[config.mk]
export PLATFORM = sky130hd
export DESIGN_NAME = alu_stage
export DESIGN_NICKNAME = d
export VERILOG_FILES = /design/src/rtl/cpu_pkg.sv /design/src/rtl/alu_core.sv /design/src/rtl/alu_stage.sv
export SDC_FILE = /design/constraint.sdc
export NUM_CORES = 1
export LEC_CHECK = 0
export CAP_MARGIN = 20
export CORE_MARGIN = 4
export CORE_UTILIZATION = 25
export DETAILED_ROUTE_END_ITERATION = 12
export GPL_TIMING_DRIVEN = 0
export PLACE_DENSITY = 0.48
export RECOVER_POWER = 25
export SLEW_MARGIN = 10
export SYNTH_ARGS = -nofsm -noshare
export SYNTH_HDL_FRONTEND = slang
export SYNTH_SLANG_ARGS = --single-unit
[constraint.sdc]
create_clock -name clk -period 2.04 [get_ports clk]
set_input_delay 0.306 -clock clk [delete_from_list [all_inputs] [get_ports clk]]
set_output_delay 0.306 -clock clk [all_outputs]
set_load 0.03 [all_outputs]
[src/rtl/cpu_pkg.sv]
// Shared CPU definitions: ALU control encoding (also used by the decoder)
// and the execute-stage buffer state type.
package cpu_pkg;
  localparam int ALU_CTRL_W = 3;

  localparam logic [ALU_CTRL_W-1:0] ALU_AND = 3'b000;
  localparam logic [ALU_CTRL_W-1:0] ALU_OR  = 3'b001;
  localparam logic [ALU_CTRL_W-1:0] ALU_ADD = 3'b010;
  localparam logic [ALU_CTRL_W-1:0] ALU_SUB = 3'b110;
  localparam logic [ALU_CTRL_W-1:0] ALU_SLT = 3'b111;

  typedef enum logic [1:0] {
    BUF_EMPTY = 2'd0,
    BUF_ONE   = 2'd1,
    BUF_TWO   = 2'd2
  } buf_state_e;
endpackage

[src/rtl/alu_core.sv]
// Combinational ALU: maps (alucontrol, a, b) to result and flags.
// Unassigned codes yield a zero result with illegal set.
module alu_core
  import cpu_pkg::*;
#(
  parameter int WIDTH = 32
) (
  input  logic [ALU_CTRL_W-1:0] alucontrol,
  input  logic [WIDTH-1:0]      a,
  input  logic [WIDTH-1:0]      b,
  output logic [WIDTH-1:0]      result,
  output logic                  zero,
  output logic                  ovf,
  output logic                  illegal
);
  logic [WIDTH-1:0] sum;
  logic [WIDTH-1:0] diff;
  logic             ovf_add;
  logic             ovf_sub;

  assign sum  = a + b;
  assign diff = a - b;
  assign ovf_add = (a[WIDTH-1] == b[WIDTH-1]) && (sum[WIDTH-1] != a[WIDTH-1]);
  assign ovf_sub = (a[WIDTH-1] != b[WIDTH-1]) && (diff[WIDTH-1] != a[WIDTH-1]);

  always_comb begin
    result  = '0;
    ovf     = 1'b0;
    illegal = 1'b0;
    case (alucontrol)
      ALU_AND: result = a & b;
      ALU_OR:  result = a | b;
      ALU_ADD: begin
        result = sum;
        ovf    = ovf_add;
      end
      ALU_SUB: begin
        result = diff;
        ovf    = ovf_sub;
      end
      // SLT reports its sign decision but never flags overflow itself
      ALU_SLT: result = {{(WIDTH-1){1'b0}}, diff[WIDTH-1] ^ ovf_sub};
      default: illegal = 1'b1;
    endcase
  end

  assign zero = (result == '0);
endmodule

[src/rtl/alu_stage.sv]
// Execute-stage ALU with a 2-entry skid buffer (main + skid) behind a
// valid/ready handshake; in_ready is registered so it never sees out_ready.
module alu_stage
  import cpu_pkg::*;
#(
  parameter int WIDTH = 32,
  parameter int TAGW  = 5
) (
  input  logic                  clk,
  input  logic                  rst_n,
  input  logic                  in_valid,
  output logic                  in_ready,
  input  logic [ALU_CTRL_W-1:0] alucontrol,
  input  logic [WIDTH-1:0]      srca,
  input  logic [WIDTH-1:0]      srcb,
  input  logic [TAGW-1:0]       in_tag,
  output logic                  out_valid,
  input  logic                  out_ready,
  output logic [WIDTH-1:0]      result,
  output logic                  zero,
  output logic                  ovf,
  output logic                  illegal,
  output logic [TAGW-1:0]       out_tag
);
  localparam int EW = WIDTH + TAGW + 3;

  logic [WIDTH-1:0] core_result;
  logic             core_zero;
  logic             core_ovf;
  logic             core_illegal;

  alu_core #(.WIDTH(WIDTH)) u_core (
    .alucontrol (alucontrol),
    .a          (srca),
    .b          (srcb),
    .result     (core_result),
    .zero       (core_zero),
    .ovf        (core_ovf),
    .illegal    (core_illegal)
  );

  logic [EW-1:0] new_entry;
  logic [EW-1:0] main_reg;
  logic [EW-1:0] skid_reg;
  buf_state_e    state_reg;
  logic          in_ready_reg;
  logic          out_valid_reg;
  logic          accept;

  assign new_entry = {in_tag, core_illegal, core_ovf, core_zero, core_result};
  assign accept    = in_valid & in_ready_reg;

  // Registers load only on accept, so idle (possibly X) operands never reach the outputs
  always_ff @(posedge clk or negedge rst_n) begin
    if (!rst_n) begin
      state_reg     <= BUF_EMPTY;
      main_reg      <= '0;
      skid_reg      <= '0;
      in_ready_reg  <= 1'b1;
      out_valid_reg <= 1'b0;
    end else begin
      case (state_reg)
        BUF_EMPTY: begin
          if (accept) begin
            main_reg      <= new_entry;
            state_reg     <= BUF_ONE;
            out_valid_reg <= 1'b1;
          end
        end
        BUF_ONE: begin
          if (accept && out_ready) begin
            main_reg <= new_entry;
          end else if (accept) begin
            skid_reg     <= new_entry;
            state_reg    <= BUF_TWO;
            in_ready_reg <= 1'b0;
          end else if (out_ready) begin
            state_reg     <= BUF_EMPTY;
            out_valid_reg <= 1'b0;
          end
        end
        BUF_TWO: begin
          if (out_ready) begin
            main_reg     <= skid_reg;
            state_reg    <= BUF_ONE;
            in_ready_reg <= 1'b1;
          end
        end
        default: begin
          state_reg     <= BUF_EMPTY;
          in_ready_reg  <= 1'b1;
          out_valid_reg <= 1'b0;
        end
      endcase
    end
  end

  assign in_ready  = in_ready_reg;
  assign out_valid = out_valid_reg;
  assign {out_tag, illegal, ovf, zero, result} = main_reg;
endmodule

==> metrics.yaml <==
worst_setup_path:
  arrival_ps: 5170
  path_common_cell: "nor2_1"
  rrSetupSlack_ps: -110
  worstSetupPathType: "in -> reg"
  r2r_cells: 6
  crit_slowest_cell: "nor4_4"
  r2r_start: "in_ready"
  critPathBufInv: 3
  crit_family: "simple AND/OR/NAND/NOR gates"
  cp.required_ps: 2310
  end_kind: "register"
  timing.rr.end: "main_reg[27]"
  max_stage_delay_ps: 410
  path_depth: 28
  critPathMaxFanout: 2
  cp-start-kind: "input port"
routing:
  drt_first_pass_iters: 5
  wl_mm: 36.69
  drcViolationCount: 0
  vias: 9818
  wl_per_cell_microns: 19.06
  antenna_left: 0
  drtIter0Drc: 620
  routed_via_density: 5.100
logic_synthesis:
  ys.warnings.count: 0
  syn_area_sq_um: 8950
  synth-async-reset-ratio_pct: 100.0
  synth_edf_count: 0
  postSynthAreaPerCell_sq_um: 7.553
  ys_types: 84
  seq_area_frac_synth_pct: 23.50
  ys_ff_latch: 84
  synthCells: 1185
  synth_ff_type: "dfrtp_1"
  syn_nets: 1365
timing:
  fin_hold_ws_ps: 420.4
  skew_ps: 7.140
  rsz0062_at_grt: "true"
  max_freq_ghz: 0.2039
  drv_slew: 0
  slew-limit-headroom_pct: 31.05
  tns_ps: -65020
  setup_viol: 65
  hold_viol: 0
  worstMarginPinSlew_ps: 1034
  fin_crit_ps: 4903
  finalCritPeriodShare_pct: 240.4
  setup_slack_ps: -2863
cts:
  cts_tree: "done"
  clkLatencyLatePin_ps: 330
  htree_levels: 3
  clock_sinks: 84
  clk_pin_slew_ps: 60
  cts_max_path_buffers: 2
  cts_root_buffer: "clkbuf_16"
  cts_buffers: 9
worst_hold_path:
  hold_start: "out_ready"
  hp-class: "in -> reg"
  worstHoldPathCells: 2
  hold_end: "state_reg[1]"
global_route:
  grt.total_usage_pct: 18.02
  antenna_found_initial: 0
  grt_util_met2_pct: 29.27
  grt_use_met3_pct: 2.303
  gr-max-usage-layer: "met2"
  grt_max_degree: 47
  grt.overflow.total: 0
  grtUsageMet1_pct: 25.37
  grt_pass1_vias: 9802
  grt_pass1_wl_mm: 56.39
placed_design:
  place_ws_ps: -4327
  gp_congestion: 0.8916
  port_buffers: 116
  hpwl_mm: 27.67
  placedInstanceArea_sq_um: 11310
cells_and_area:
  fillers: 3608
  fin_area_sq_um: 14370
  mostFrequentLayoutCells: "nand2_1 (157), buf_4 (112), nor2_1 (90)"
  antennaDiodeCount: 0
  fin_nets: 1639
  drive_above_1_share_pct: 37.64
  area_growth_pct: 60.52
  final_common_cell: "nand2_1"
pwr:
  p_leak_nw: 6.265
  power_mw: 9.173
  power.density_nw_per_um2: 638.5
  ir_drop_mv: 0.8434
floorplanning:
  dieArea_sq_um: 38890
  io-pin-count: 118
  fp.coreArea_sq_um: 35480
  die_y_microns: 197.2
  die_w_microns: 197.2
  start_util_pct: 25.22
  row_count: 69
run:
  cap_violations: 0
outcome:
  status: "finished, violations left"
  violations: "negative setup slack"
-- metal layers --
layer,up-vias,wire length [microns]
met2,312,16850
met1,4741,16970
met3,49,2033
met5,-,0
li1,4716,-
met4,0,845
-- kinds of logic after synthesis --
| kind of cell | Yosys count | share of synthesized area, % |
|---|---|---|
| buffers and inverters | 180 | 7.955 |
| XOR/XNOR | 29 | 2.838 |
| flip-flops | 84 | 23.50 |
| multiplexers | 43 | 4.837 |
| AO/OA/AOI/OAI | 346 | 25.77 |
| adder cells (fa/ha/maj) | 104 | 14.79 |
| AND/OR/NAND/NOR | 399 | 20.31 |
-- synthesized netlist by cell type, drive strengths merged, types with 7 or more instances --
cell type | n | share of area (%)
nand2 | 176 | 7.4
inv | 111 | 4.7
a21oi | 109 | 6.1
nor2 | 106 | 4.4
ha | 101 | 14
dfrtp | 83 | 23
o21ai | 68 | 3.8
clkbuf | 46 | 1.9
mux2i | 41 | 4.6
xnor2 | 24 | 2.3
buf | 23 | 1.4
nor3 | 22 | 1.3
o211ai | 19 | 1.6
nand3 | 16 | 1.0
a211oi | 15 | 1.3
nor4 | 15 | 1.1
a31oi | 14 | 0.98
o31ai | 14 | 1.2
a21o | 13 | 1.1
nand4 | 12 | 0.84
nor2b | 11 | 0.77
o22ai | 10 | 0.70
a2111oi | 8 | 1.1
or2 | 7 | 0.49
-- how the worst max path moves through the flow --
stage | slack (ps) | end | start
2_1_floorplan | -2110 | skid_reg[32] | srca[11]
3_3_place_gp | -4300 | skid_reg[32] | srca[11]
3_5_place_dp | -4330 | skid_reg[32] | srca[11]
4_1_cts | -2910 | skid_reg[32] | srcb[11]
5_1_grt | -3060 | skid_reg[32] | srcb[11]
6_report | -2860 | skid_reg[32] | srcb[11]
-- cell type report --
class | count | area, sq um | share of cell area, %
inverter | 111 | 503.0 | 3.501
tap | 461 | 576.8 | 4.015
clock inverter | 1 | 30.03 | 0.2090
clock buffer | 15 | 267.8 | 1.864
multi-input combinational | 921 | 7818 | 54.42
buffer | 63 | 563.0 | 3.919
timing repair buffer | 269 | 2505 | 17.44
sequential | 84 | 2103 | 14.64
-- what timing repair did --
item	CTS	global route
hold endpoints to repair	37	0
setup endpoints to repair	76	75
resized for setup	478	150
pin swaps	70	90
hold buffers	1	0
buffers inserted	135	45
-- power by group --
part / internal [mW] / switching (mW)
registers: 2.10 / 0.283
logic: 2.27 / 2.87
clock network: 1.02 / 0.620
-- stage by stage --
stage | std cells | util [%]
6_report | 1925 | 40.49
5_1_grt | 1925 | 40.49
4_1_cts | 1910 | 38.61
3_5_place_dp | 1764 | 31.87
3_3_place_gp | 1762 | 31.76
2_1_floorplan | 1185 | -
Power figures use the tool's default switching activity.
==> edit, RTL diff (same flow settings) <==
`ALU_CTRL_W`: 3 -> 6.
--- a/src/rtl/cpu_pkg.sv
+++ b/src/rtl/cpu_pkg.sv
@@ -2,5 +2,5 @@
 // and the execute-stage buffer state type.
 package cpu_pkg;
-  localparam int ALU_CTRL_W = 3;
+  localparam int ALU_CTRL_W = 6;
 
   localparam logic [ALU_CTRL_W-1:0] ALU_AND = 3'b000;
Ports: changed (resized alucontrol); port bits go from 118 to 121. The function was not compared with the original's and may differ.
==> edit against the unedited design <==
The run still ends with setup timing left. Synthesized area decreased by 0.92%. Setup slack improved by 0.26 ns. Wire length decreased by 0.52%. Final area decreased by 1.7%. Sequential cell count unchanged. Power decreased by 5.4%. Sequential power decreased by 2%. Final cell count increased by 0.16%. Highest routed layer unchanged.
==> edit: results <==
group,metric,value,unit
status,outcome,"complete, but fails checks",
status,violations,"setup timing",
worst_hold_path,hp-class,"input pin to register",
synth,synthTopCellsByCount,"192 x nand2_1, 114 x nor2_1, 107 x a21oi_1, 99 x ha_1, 94 x inv_1",
final_layout,diodes,0,
drt,drtPass1Iterations,5,
setup_path,reg2reg_from,"in_ready",
synth,syn_nets,1383,
final_layout,drive_above_1_share,0.357,
timing,clock_skew,0.00670,ns
setup_path,timing.rr.end,"main_reg[21]",
global_route,grt_max_degree,57,
place,dpl_cell_area,11200,um^2
synth,synth_cell_types,79,
synth,seq_area_frac_synth,0.237,
worst_hold_path,min_to,"state_reg[1]",
place,io_buffers,119,
clock_tree,htreeDepth,3,
synth,ys_dominant_reg_cell,"dfrtp_1",
pwr,leakagePower,6.22,nW
place,dpl.hpwl,27400,um
worst_hold_path,hold_path_startpoint,"out_ready",
setup_path,r2r_slack,-0.18,ns
synth,ys_top_cells_by_area,"dfrtp_1 23%, ha_1 14%, nand2_1 8.1%",
synth,ys_warn_count,0,
timing,setup_viol,61,
drt,drt_iter0_markers,783,
final_layout,n_fill_cell,3518,
timing,layout_setup_ws,-2.60,ns
synth,ys_async_sr_fraction,1.00,
global_route,track_usage,0.180,
place,place.gp.congestion,0.906,
drt,wl,36500,um
drt,dr_total_vias,10000,
global_route,grt_pass1_vias,9775,
setup_path,path_max_fanout,2,
clock_tree,clock_latency,0.33,ns
place,pre_cts_ws,-4.04,ns
clock_tree,clockBufferDepth,2,
pwr,ir_drop,0.791,mV
clock_tree,cts_root_buf,"clkbuf_16",
worst_hold_path,hold_depth,2,
global_route,grt_pass1_wl,55800,um
clock_tree,cts_inserted_buffers,9,
final_layout,num-nets-final,1650,
setup_path,rr_worst_depth,7,
timing,tightest_slew,0.783,ns
==> edit: worst max-delay path, stage by stage <==
cell and delay [ns]:
buf_12 0.09, inv_12 0.03, ha_4 0.23, or4_4 0.54
nand4b_4 0.20, a31oi_4 0.25, o31ai_4 0.13, a31oi_2 0.19
o22ai_2 0.14, o21ai_1 0.14, a21oi_1 0.08, o21bai_1 0.22
a21oi_2 0.10, fa_2 0.35, and3_4 0.17, a21oi_2 0.12
o22ai_2 0.09, or3_4 0.35, nor4_4 0.14, nor4bb_4 0.25
and4b_1 0.26, and4_1 0.20, nand4_1 0.16, o21ai_1 0.16
==> edit: repair_timing <==
| item | CTS | global route |
|---|---|---|
| setup endpoints to repair | 80 | 80 |
| pin swaps | 97 | 92 |
| buffers inserted | 89 | 55 |
| resized for setup | 404 | 207 |
| hold buffers | 1 | 0 |
| endpoints found under the hold margin | 28 | 0 |
==> edit: logic make-up after synthesis <==
logic type	share of synthesized area
AND/OR/NAND/NOR	0.238
AO/OA/AOI/OAI	0.247
buffers and inverters	0.0715
adder cells (fa/ha/maj)	0.146
flip-flops	0.237
multiplexers	0.0387
XOR/XNOR	0.0207
==> edit: cell type report <==
cell class	count	area (um^2)	share of cell area
Clock buffer	10	239	0.0169
Multi-Input combinational cell	956	7830	0.554
Timing Repair Buffer	261	2420	0.171
Buffer	62	477	0.0338
Tap cell	455	569	0.0403
Clock inverter	5	52.6	0.00372
Inverter	95	437	0.0309
Sequential cell	84	2100	0.149
==> edit: how the worst max path moves through the flow <==
stage,start,end
CTS,srca[14],main_reg[32]
detailed placement,srca[10],main_reg[32]
global placement,srca[10],skid_reg[32]
floorplan,srca[14],main_reg[32]
global route,srca[14],main_reg[32]
finish,srca[14],main_reg[32]
==> edit: through the flow <==
stage	instances	total power [mW]	setup TNS, ns	hold WS (ns)
floorplan	1202	4.65	-26.39	0.0104
global placement	1776	6.20	-337.82	0.457
detailed placement	1777	6.24	-119.15	0.268
CTS	1878	8.38	-42.92	0.389
global route	1928	9.15	-52.28	0.428
finish	1928	8.67	-44.71	0.446
==> edit: report_power, final <==
| part | internal (mW) | switching, mW |
|---|---|---|
| logic | 2.08 | 2.64 |
| registers | 2.08 | 0.268 |
| clock network | 0.968 | 0.639 |
==> edit: per-layer routing <==
metal / vias to the layer above / global-route usage / wire [um] / part of all wire
li1: 4773 / - / - / -
met1: 4822 / 0.255 / 16800 / 0.46
met2: 345 / 0.286 / 16500 / 0.45
met3: 75 / 0.0236 / 2110 / 0.058
met4: 0 / 0.0584 / 1090 / 0.030
met5: - / 0 / 0 / 0
